--- config.mk ---
export PLATFORM = sky130hd
export DESIGN_NAME = lsq_issue_feed
export DESIGN_NICKNAME = d
export VERILOG_FILES = /design/src/rtl/lsq_issue_feed.sv
export SDC_FILE = /design/constraint.sdc
export NUM_CORES = 2
export LEC_CHECK = 0
export CORE_MARGIN = 1
export CORE_UTILIZATION = 40
export DETAILED_ROUTE_END_ITERATION = 6
export HOLD_SLACK_MARGIN = 0.12
export SYNTH_ARGS = -nofsm -noshare
export SYNTH_HDL_FRONTEND = slang
export SYNTH_SLANG_ARGS = --single-unit
export TNS_END_PERCENT = 10
--- constraint.sdc ---
create_clock -name clk -period 29.2 [get_ports clk]
set_clock_uncertainty 0.1 [all_clocks]
set_input_delay 5.84 -clock clk [delete_from_list [all_inputs] [get_ports clk]]
set_output_delay 5.84 -clock clk [all_outputs]
set_load 0.1 [all_outputs]
--- src/rtl/lsq_issue_feed.sv ---
// In-order load/store queue feeding the LS issue unit. Holds store data until it
// arrives on the CDB and presents the head entry through a ready/accept handshake.
module lsq_issue_feed #(
  parameter int DEPTH = 8,
  parameter int PTR_W = 3
) (
  input  logic               clk,
  input  logic               reset,
  input  logic               flush,
  input  logic               dispatch_en,
  input  logic               dispatch_opcode,
  input  logic [31:0]        dispatch_address,
  input  logic [5:0]         dispatch_tag,
  input  logic [31:0]        dispatch_data,
  input  logic               dispatch_data_valid,
  input  logic [5:0]         dispatch_data_tag,
  input  logic               cdb_valid,
  input  logic [5:0]         cdb_tag,
  input  logic [31:0]        cdb_data,
  input  logic               ls_ready_in,
  output logic               ls_ready_out,
  output logic [31:0]        ls_data,
  output logic [31:0]        ls_address,
  output logic [5:0]         ls_tag,
  output logic               ls_opcode,
  output logic               lsq_full,
  output logic [PTR_W:0]     lsq_count
);

  localparam logic [PTR_W:0] LP_FULL = (PTR_W+1)'(DEPTH);

  logic [DEPTH-1:0] r_valid;
  logic [DEPTH-1:0] r_opcode;
  logic [DEPTH-1:0] r_dv;
  logic [31:0]      r_addr  [DEPTH];
  logic [5:0]       r_tag   [DEPTH];
  logic [31:0]      r_data  [DEPTH];
  logic [5:0]       r_dtag  [DEPTH];
  logic [PTR_W-1:0] r_head;
  logic [PTR_W-1:0] r_tail;
  logic [PTR_W:0]   r_count;

  logic             w_full;
  logic             w_push;
  logic             w_pop;
  logic             w_new_dv;
  logic [31:0]      w_new_data;
  logic [DEPTH-1:0] w_snoop;

  assign w_full       = (r_count == LP_FULL);
  assign ls_ready_out = r_valid[r_head] && r_dv[r_head];
  assign ls_data      = r_data[r_head];
  assign ls_address   = r_addr[r_head];
  assign ls_tag       = r_tag[r_head];
  assign ls_opcode    = r_opcode[r_head];
  assign lsq_full     = w_full;
  assign lsq_count    = r_count;

  assign w_push = dispatch_en && !w_full;
  assign w_pop  = ls_ready_out && ls_ready_in;

  // Loads never wait on data; a pending store can still catch a same-cycle CDB broadcast.
  always_comb begin
    w_new_dv   = 1'b1;
    w_new_data = dispatch_data;
    if (dispatch_opcode && !dispatch_data_valid) begin
      if (cdb_valid && (cdb_tag == dispatch_data_tag)) begin
        w_new_data = cdb_data;
      end else begin
        w_new_dv = 1'b0;
      end
    end
  end

  always_comb begin
    w_snoop = '0;
    for (int i = 0; i < DEPTH; i++) begin
      w_snoop[i] = cdb_valid && r_valid[i] && !r_dv[i] && (r_dtag[i] == cdb_tag);
    end
  end

  always_ff @(posedge clk or posedge reset) begin
    if (reset) begin
      r_valid  <= '0;
      r_opcode <= '0;
      r_dv     <= '0;
      r_head   <= '0;
      r_tail   <= '0;
      r_count  <= '0;
      for (int i = 0; i < DEPTH; i++) begin
        r_addr[i] <= '0;
        r_tag[i]  <= '0;
        r_data[i] <= '0;
        r_dtag[i] <= '0;
      end
    end else if (flush) begin
      r_valid <= '0;
      r_head  <= '0;
      r_tail  <= '0;
      r_count <= '0;
    end else begin
      for (int i = 0; i < DEPTH; i++) begin
        if (w_snoop[i]) begin
          r_data[i] <= cdb_data;
          r_dv[i]   <= 1'b1;
        end
      end
      // The tail slot is always empty when a push is accepted, so it never collides with a snoop.
      if (w_push) begin
        r_valid[r_tail]  <= 1'b1;
        r_opcode[r_tail] <= dispatch_opcode;
        r_addr[r_tail]   <= dispatch_address;
        r_tag[r_tail]    <= dispatch_tag;
        r_dtag[r_tail]   <= dispatch_data_tag;
        r_data[r_tail]   <= w_new_data;
        r_dv[r_tail]     <= w_new_dv;
        r_tail           <= r_tail + 1'b1;
      end
      if (w_pop) begin
        r_valid[r_head] <= 1'b0;
        r_head          <= r_head + 1'b1;
      end
      if (w_push && !w_pop) begin
        r_count <= r_count + 1'b1;
      end else if (w_pop && !w_push) begin
        r_count <= r_count - 1'b1;
      end
    end
  end

endmodule

* Word-level counts from Yosys, hierarchy flattened
Index checks and enable logic that the tools add are counted.
Storage, ports and cells: logic and storage cells 193, output and inout port bits 77, bits of input ports 122, flip-flop bits (word level) 642
Operators by class: bitwise gates (word level) 6, eq/ne operators 10, mux-type cells 78, reductions and logical operators 50, order comparisons 7, add/sub/neg operators 4
Operator list (number):
- 2-to-1 mux 32 bit | 23
- bitwise mux 256 bit | 2
- 2-to-1 mux 256 bit | 1
- binary-select mux 32 bit (select 3 bit) | 2
- bitwise mux 48 bit | 2
- demux 32 bit (select 3 bit) | 1
- equality test 6 bit | 9
- 2-to-1 mux 8 bit | 5
- logical AND 1 bit | 34
- 2-to-1 mux 1 bit | 23
- binary-select mux 6 bit (select 3 bit) | 1
- demux 6 bit (select 3 bit) | 1
- 2-to-1 mux 6 bit | 3
- bitwise mux 8 bit | 2
- logical NOT 1 bit | 12
- 2-to-1 mux 3 bit | 4
- 2-to-1 mux 4 bit | 3
- binary-select mux 1 bit (select 3 bit) | 3
- bitwise AND 8 bit | 1
- greater-or-equal comparator 4 bit, second input constant | 2
- < comparator 3 x 4 -> 1 bit, second input constant | 2
- inverter 3 -> 4 bit | 2
- inverter 8 bit | 1
- OR 8 bit | 1
- 11 further kinds | 15

* Logic depth before layout (Yosys ltp)
depth in word-level cells 10, gate-level depth with buffers 11, mapped depth without buffers 10

* Worst setup path after synthesis
No wires, ideal clock.
path kind reg-to-output, start point reg r_head[1], end point out ls_address[13], arrival time 3.812 ns, data required time 23.260 ns, path slack 19.448 ns, buffers on the path 4, cell stages (with the launch flop) 7, cell sequence dfrtp_1 clkbuf_1 buf_1 buf_2 buf_2 a221oi_1 o21ai_0
On the way: longest elaborated chain between the ends 4
Ends and longest elaborated chain:
- from (decl) | RTL line 39 | logic [PTR_W-1:0] r_head;
- from (signal assigned) | RTL line 121 | r_head <= r_head + 1'b1;
- inverter 3 -> 4 bit (implied by the code) | RTL line 53 | assign ls_address = r_addr[r_head];
- binary-select mux 32 bit (select 3 bit) | RTL line 53
- 2-to-1 mux 32 bit (implied by the code) (2 in a row) | RTL line 53
- to (decl) | RTL line 23 | output logic [31:0] ls_address,
Every way passes these cells. The select of a mux whose other input is x is not followed.

* Worst setup path in the final report
start point reg r_head[1], end point out ls_opcode
On the way: longest elaborated chain between the ends 2
Ends and longest elaborated chain:
- binary-select mux 1 bit (select 3 bit) | RTL line 55 | assign ls_opcode = r_opcode[r_head];
- 2-to-1 mux 1 bit (implied by the code) | RTL line 55
- to (decl) | RTL line 25 | output logic ls_opcode,
Every way passes these cells. The select of a mux whose other input is x is not followed.

==> implementation parameters <==
Parameter                              Value

Drt
  Met2 routed WL    slightly above 50 mm
  Initial DRC Count    3,275
  Per-cell routed wire length    28.21 um
  Met1 Routed Length    44.03 mm
  DR pass1 iterations    7
  Via count    about 25,000
  Met3 wire length    10.00 mm
  Detailed-route DRC error count    16
  Drt total wl    ~110 mm
  DRT antenna net count    0
  Post-detailed-route via-to-cell ratio    6.324
  Top Layer Used    met5

Logic synthesis
  Number of library cell types mapped by synthesis    58
  Proportion of netlist area held by the largest area contributor    0.5192
  Number of standard cells after synthesis    about 2,700
  Number of warning messages in the yosys log    0
  Total nets after synthesis    2,833
  Fraction of synthesis flops using an asynchronous set or reset pin    1.000
  Leading register cell type out of synthesis    sky130_fd_sc_hd__dfrtp_1
  Leading area contributor after synthesis    sky130_fd_sc_hd__dfrtp_1
  Average footprint of a synthesized cell    11.43 um2
  EDFF count, synth    0
  Top post-synthesis cells by area    sky130_fd_sc_hd__dfrtp_1, sky130_fd_sc_hd__mux2_2, sky130_fd_sc_hd__a211oi_1
  Flip-flop and latch count after synthesis    ~640
  Netlist Area Pre-Place    30,940 um2
  Sequential area share after synthesis    0.5192

Critical path
  Worst setup startpoint    r_head[1]$_DFFE_PP0P_
  Flop2flop setup slack    25.40 ns
  Capture point of the worst path    ls_opcode
  Nature of the critical path endpoint    output pin
  Arrival @ worst endpoint    between 5 and 6 ns
  Reg-to-reg startpoint    r_head[1]$_DFFE_PP0P_
  Required @ worst endpoint    23.26 ns
  Top fanout value on the critical path    45
  Number of cells traversed by the worst register-to-register path    11
  Critical path start-end classification    flop to output pin
  Type of element launching the critical path    flop
  Endpoint of the worst register-to-register path    lsq_count[3]$_DFFE_PP0P_

STA
  Worst rel slew slack    0.1664
  Final cycle utilization of the critical path    0.3837
  Setup Total Neg Slack    0 ns
  Setup violation total in the final timing report    0
  Setup repair after global routing missed its margin    false
  Worst Max-Slew Pin Slew    1.250 ns
  Minimum setup slack in the final design    roughly 18 ns
  Final critical delay including setup and external delays    11.20 ns
  Final number of max-transition violations    0
  Max Clk Rate    0.08927 GHz
  Fin. Hold Viols    0

Place
  Worst setup slack before clock tree synthesis    18.65 ns
  Number of buffers inserted by port buffering    a little under 200
  RD Place Congestion    0.8373
  Sum of net half-perimeters after detailed placement    63.16 mm

Power and ir drop
  Leakage power summed over all cells    between 15 and 20 nW
  Cell area power density    94.15 nW/um2
  Worst IR Drop VDD    93.10 uV

GRT
  Total Routing Usage GR    0.2793
  Initial antenna violation count    5
  Largest net degree at the start of global routing    122
  First-pass GRT wire length    164.6 mm
  Overflow after GRT    0
  Vias in the first global route    25,440

Floorplanning
  Die height    ~280 um
  Num rows    101
  Starting density of the core    0.4060
  Placeable core region    76,200 um2
  Die area    78,470 um2
  I/O pin cnt    approximately 200
  Horizontal extent of the die    between 200 and 300 um

CTS
  Root cell of the clock tree    sky130_fd_sc_hd__clkbuf_16
  Total clock sinks    ~640
  CTS clock-pin slew for the worst setup and hold paths    around 0.060 ns
  Clock tree from TritonCTS    yes
  Worst-skew pair later-pin latency    0.62 ns
  Cts bufs inserted    71
  Clock buffer depth    3
  Buffers inserted by post-CTS timing repair    0
  Quantity of hold-fixing buffers added after cts    0
  Number of H-tree levels    3
  Post-CTS Resized    0

Final layout
  Post-synthesis to final-layout area growth    16.76%
  Most used cells in the layout excluding fill and tap cells    sky130_fd_sc_hd__dfrtp_1, sky130_fd_sc_hd__mux2_2, sky130_fd_sc_hd__nor2_1
  Most common cell after layout, fill and taps aside    sky130_fd_sc_hd__dfrtp_1
  Share of post-route cells with drive strength above 1    0.2220
  # nets final    2,942
  Ant. Diodes    0

Flow run
  MaxCap Viol Count    0

Status
  Run status    finished, violations left
  Violated checks    design-rule violations

Hold path
  Path category of the worst min-delay check    flop to flop
## flip-flops by register name (all words and copies together) (netlist names)
register	count
r_addr	256
r_data	256
r_dtag	48
r_tag	48
r_dv	8
r_opcode	8
r_valid	8
lsq_count	4
r_head	3
r_tail	3
## stage by stage
step | hold slack, ns | cell area, um2 | utilization | total power [mW] | instances
after floorplan | 0.3736 | 30940 | - | 2.171 | 2706
after global placement | 0.3814 | 33810 | 0.4437 | 2.477 | 3772
after detailed placement | 0.3895 | 33810 | 0.4437 | 2.512 | 3772
after CTS | 0.4031 | 36130 | 0.4741 | 3.408 | 3895
after global routing | 0.4111 | 36130 | 0.4741 | 3.541 | 3895
final | 0.3995 | 36130 | 0.4741 | 3.401 | 3895
## synthesized netlist by cell type, types with 5 or more instances
cell type / number
sky130_fd_sc_hd__nand4b_1: 5
sky130_fd_sc_hd__a21oi_1: 196
sky130_fd_sc_hd__mux2_2: 391
sky130_fd_sc_hd__or2_2: 6
sky130_fd_sc_hd__a211oi_1: 160
sky130_fd_sc_hd__nor3_1: 17
sky130_fd_sc_hd__buf_1: 9
sky130_fd_sc_hd__buf_2: 80
sky130_fd_sc_hd__xnor2_1: 34
sky130_fd_sc_hd__o221ai_1: 8
sky130_fd_sc_hd__a221o_1: 5
sky130_fd_sc_hd__a22oi_1: 84
sky130_fd_sc_hd__a21o_1: 5
sky130_fd_sc_hd__nand4_1: 11
sky130_fd_sc_hd__a222oi_1: 109
sky130_fd_sc_hd__mux4_2: 15
sky130_fd_sc_hd__inv_1: 113
sky130_fd_sc_hd__a22o_1: 22
sky130_fd_sc_hd__clkbuf_1: 119
sky130_fd_sc_hd__dfrtp_1: 642
sky130_fd_sc_hd__nand3_1: 29
sky130_fd_sc_hd__buf_6: 18
sky130_fd_sc_hd__or2_1: 26
sky130_fd_sc_hd__nand2_1: 67
sky130_fd_sc_hd__mux2i_1: 68
sky130_fd_sc_hd__xor2_1: 25
sky130_fd_sc_hd__o21ai_0: 56
sky130_fd_sc_hd__nor2_1: 252
sky130_fd_sc_hd__a221oi_1: 69
## cell type report
cell class / count / area [um2]
repair buffers: 266 / 2490
well taps: 1030 / 1289
inverters: 116 / 445.4
multi-input cells: 1718 / 13510
clock inverters: 16 / 161.4
clock buffers: 107 / 2153
fillers: 6791 / 40080
flip-flops and latches: 642 / 16080
## how the worst min path moves through the flow
stage / startpoint / end / slack [ns] / cells after the start
after floorplan: r_addr[134]$_DFFE_PP0P_ / r_addr[134]$_DFFE_PP0P_ / 0.37 / 1
after global placement: r_addr[135]$_DFFE_PP0P_ / r_addr[135]$_DFFE_PP0P_ / 0.38 / 1
after detailed placement: r_tag[46]$_DFFE_PP0P_ / r_tag[46]$_DFFE_PP0P_ / 0.39 / 1
after CTS: r_tag[46]$_DFFE_PP0P_ / r_tag[46]$_DFFE_PP0P_ / 0.40 / 1
after global routing: r_addr[164]$_DFFE_PP0P_ / r_addr[164]$_DFFE_PP0P_ / 0.41 / 1
final: r_tag[46]$_DFFE_PP0P_ / r_tag[46]$_DFFE_PP0P_ / 0.40 / 1
## kinds of logic after synthesis
| logic type | synth area share |
|---|---|
| XOR/XNOR | 0.01670 |
| AO/OA/AOI/OAI | 0.1705 |
| buffers and inverters | 0.04990 |
| adder cells (fa/ha/maj) | 0.002265 |
| flip-flops | 0.5192 |
| multiplexers | 0.1752 |
| AND/OR/NAND/NOR | 0.06616 |
## per-layer routing
metal | GRT usage | vias up
met1 | 0.3642 | 12640
met3 | 0.06237 | 279
met5 | 0.01188 | -
met4 | 0.1045 | 12
li1 | - | 10290
met2 | 0.4519 | 1410
## where the power goes
part	total (mW)	switching, mW	internal [mW]	leakage [nW]
Sequential	1.27	0.143	1.13	8.05
Combinational	1.24	0.835	0.400	6.36
Clock	0.895	0.376	0.520	1.15
## worst max-delay path: stages, from the launching register on
cell and delay, ns:
sky130_fd_sc_hd__dfrtp_4 0.94, sky130_fd_sc_hd__buf_4 0.72, sky130_fd_sc_hd__and2_1 0.93, sky130_fd_sc_hd__a221oi_1 0.22, sky130_fd_sc_hd__o21ai_0 0.55, sky130_fd_sc_hd__clkdlybuf4s50_1 1.26
Note: power is estimated with default switching activity, not from simulation.
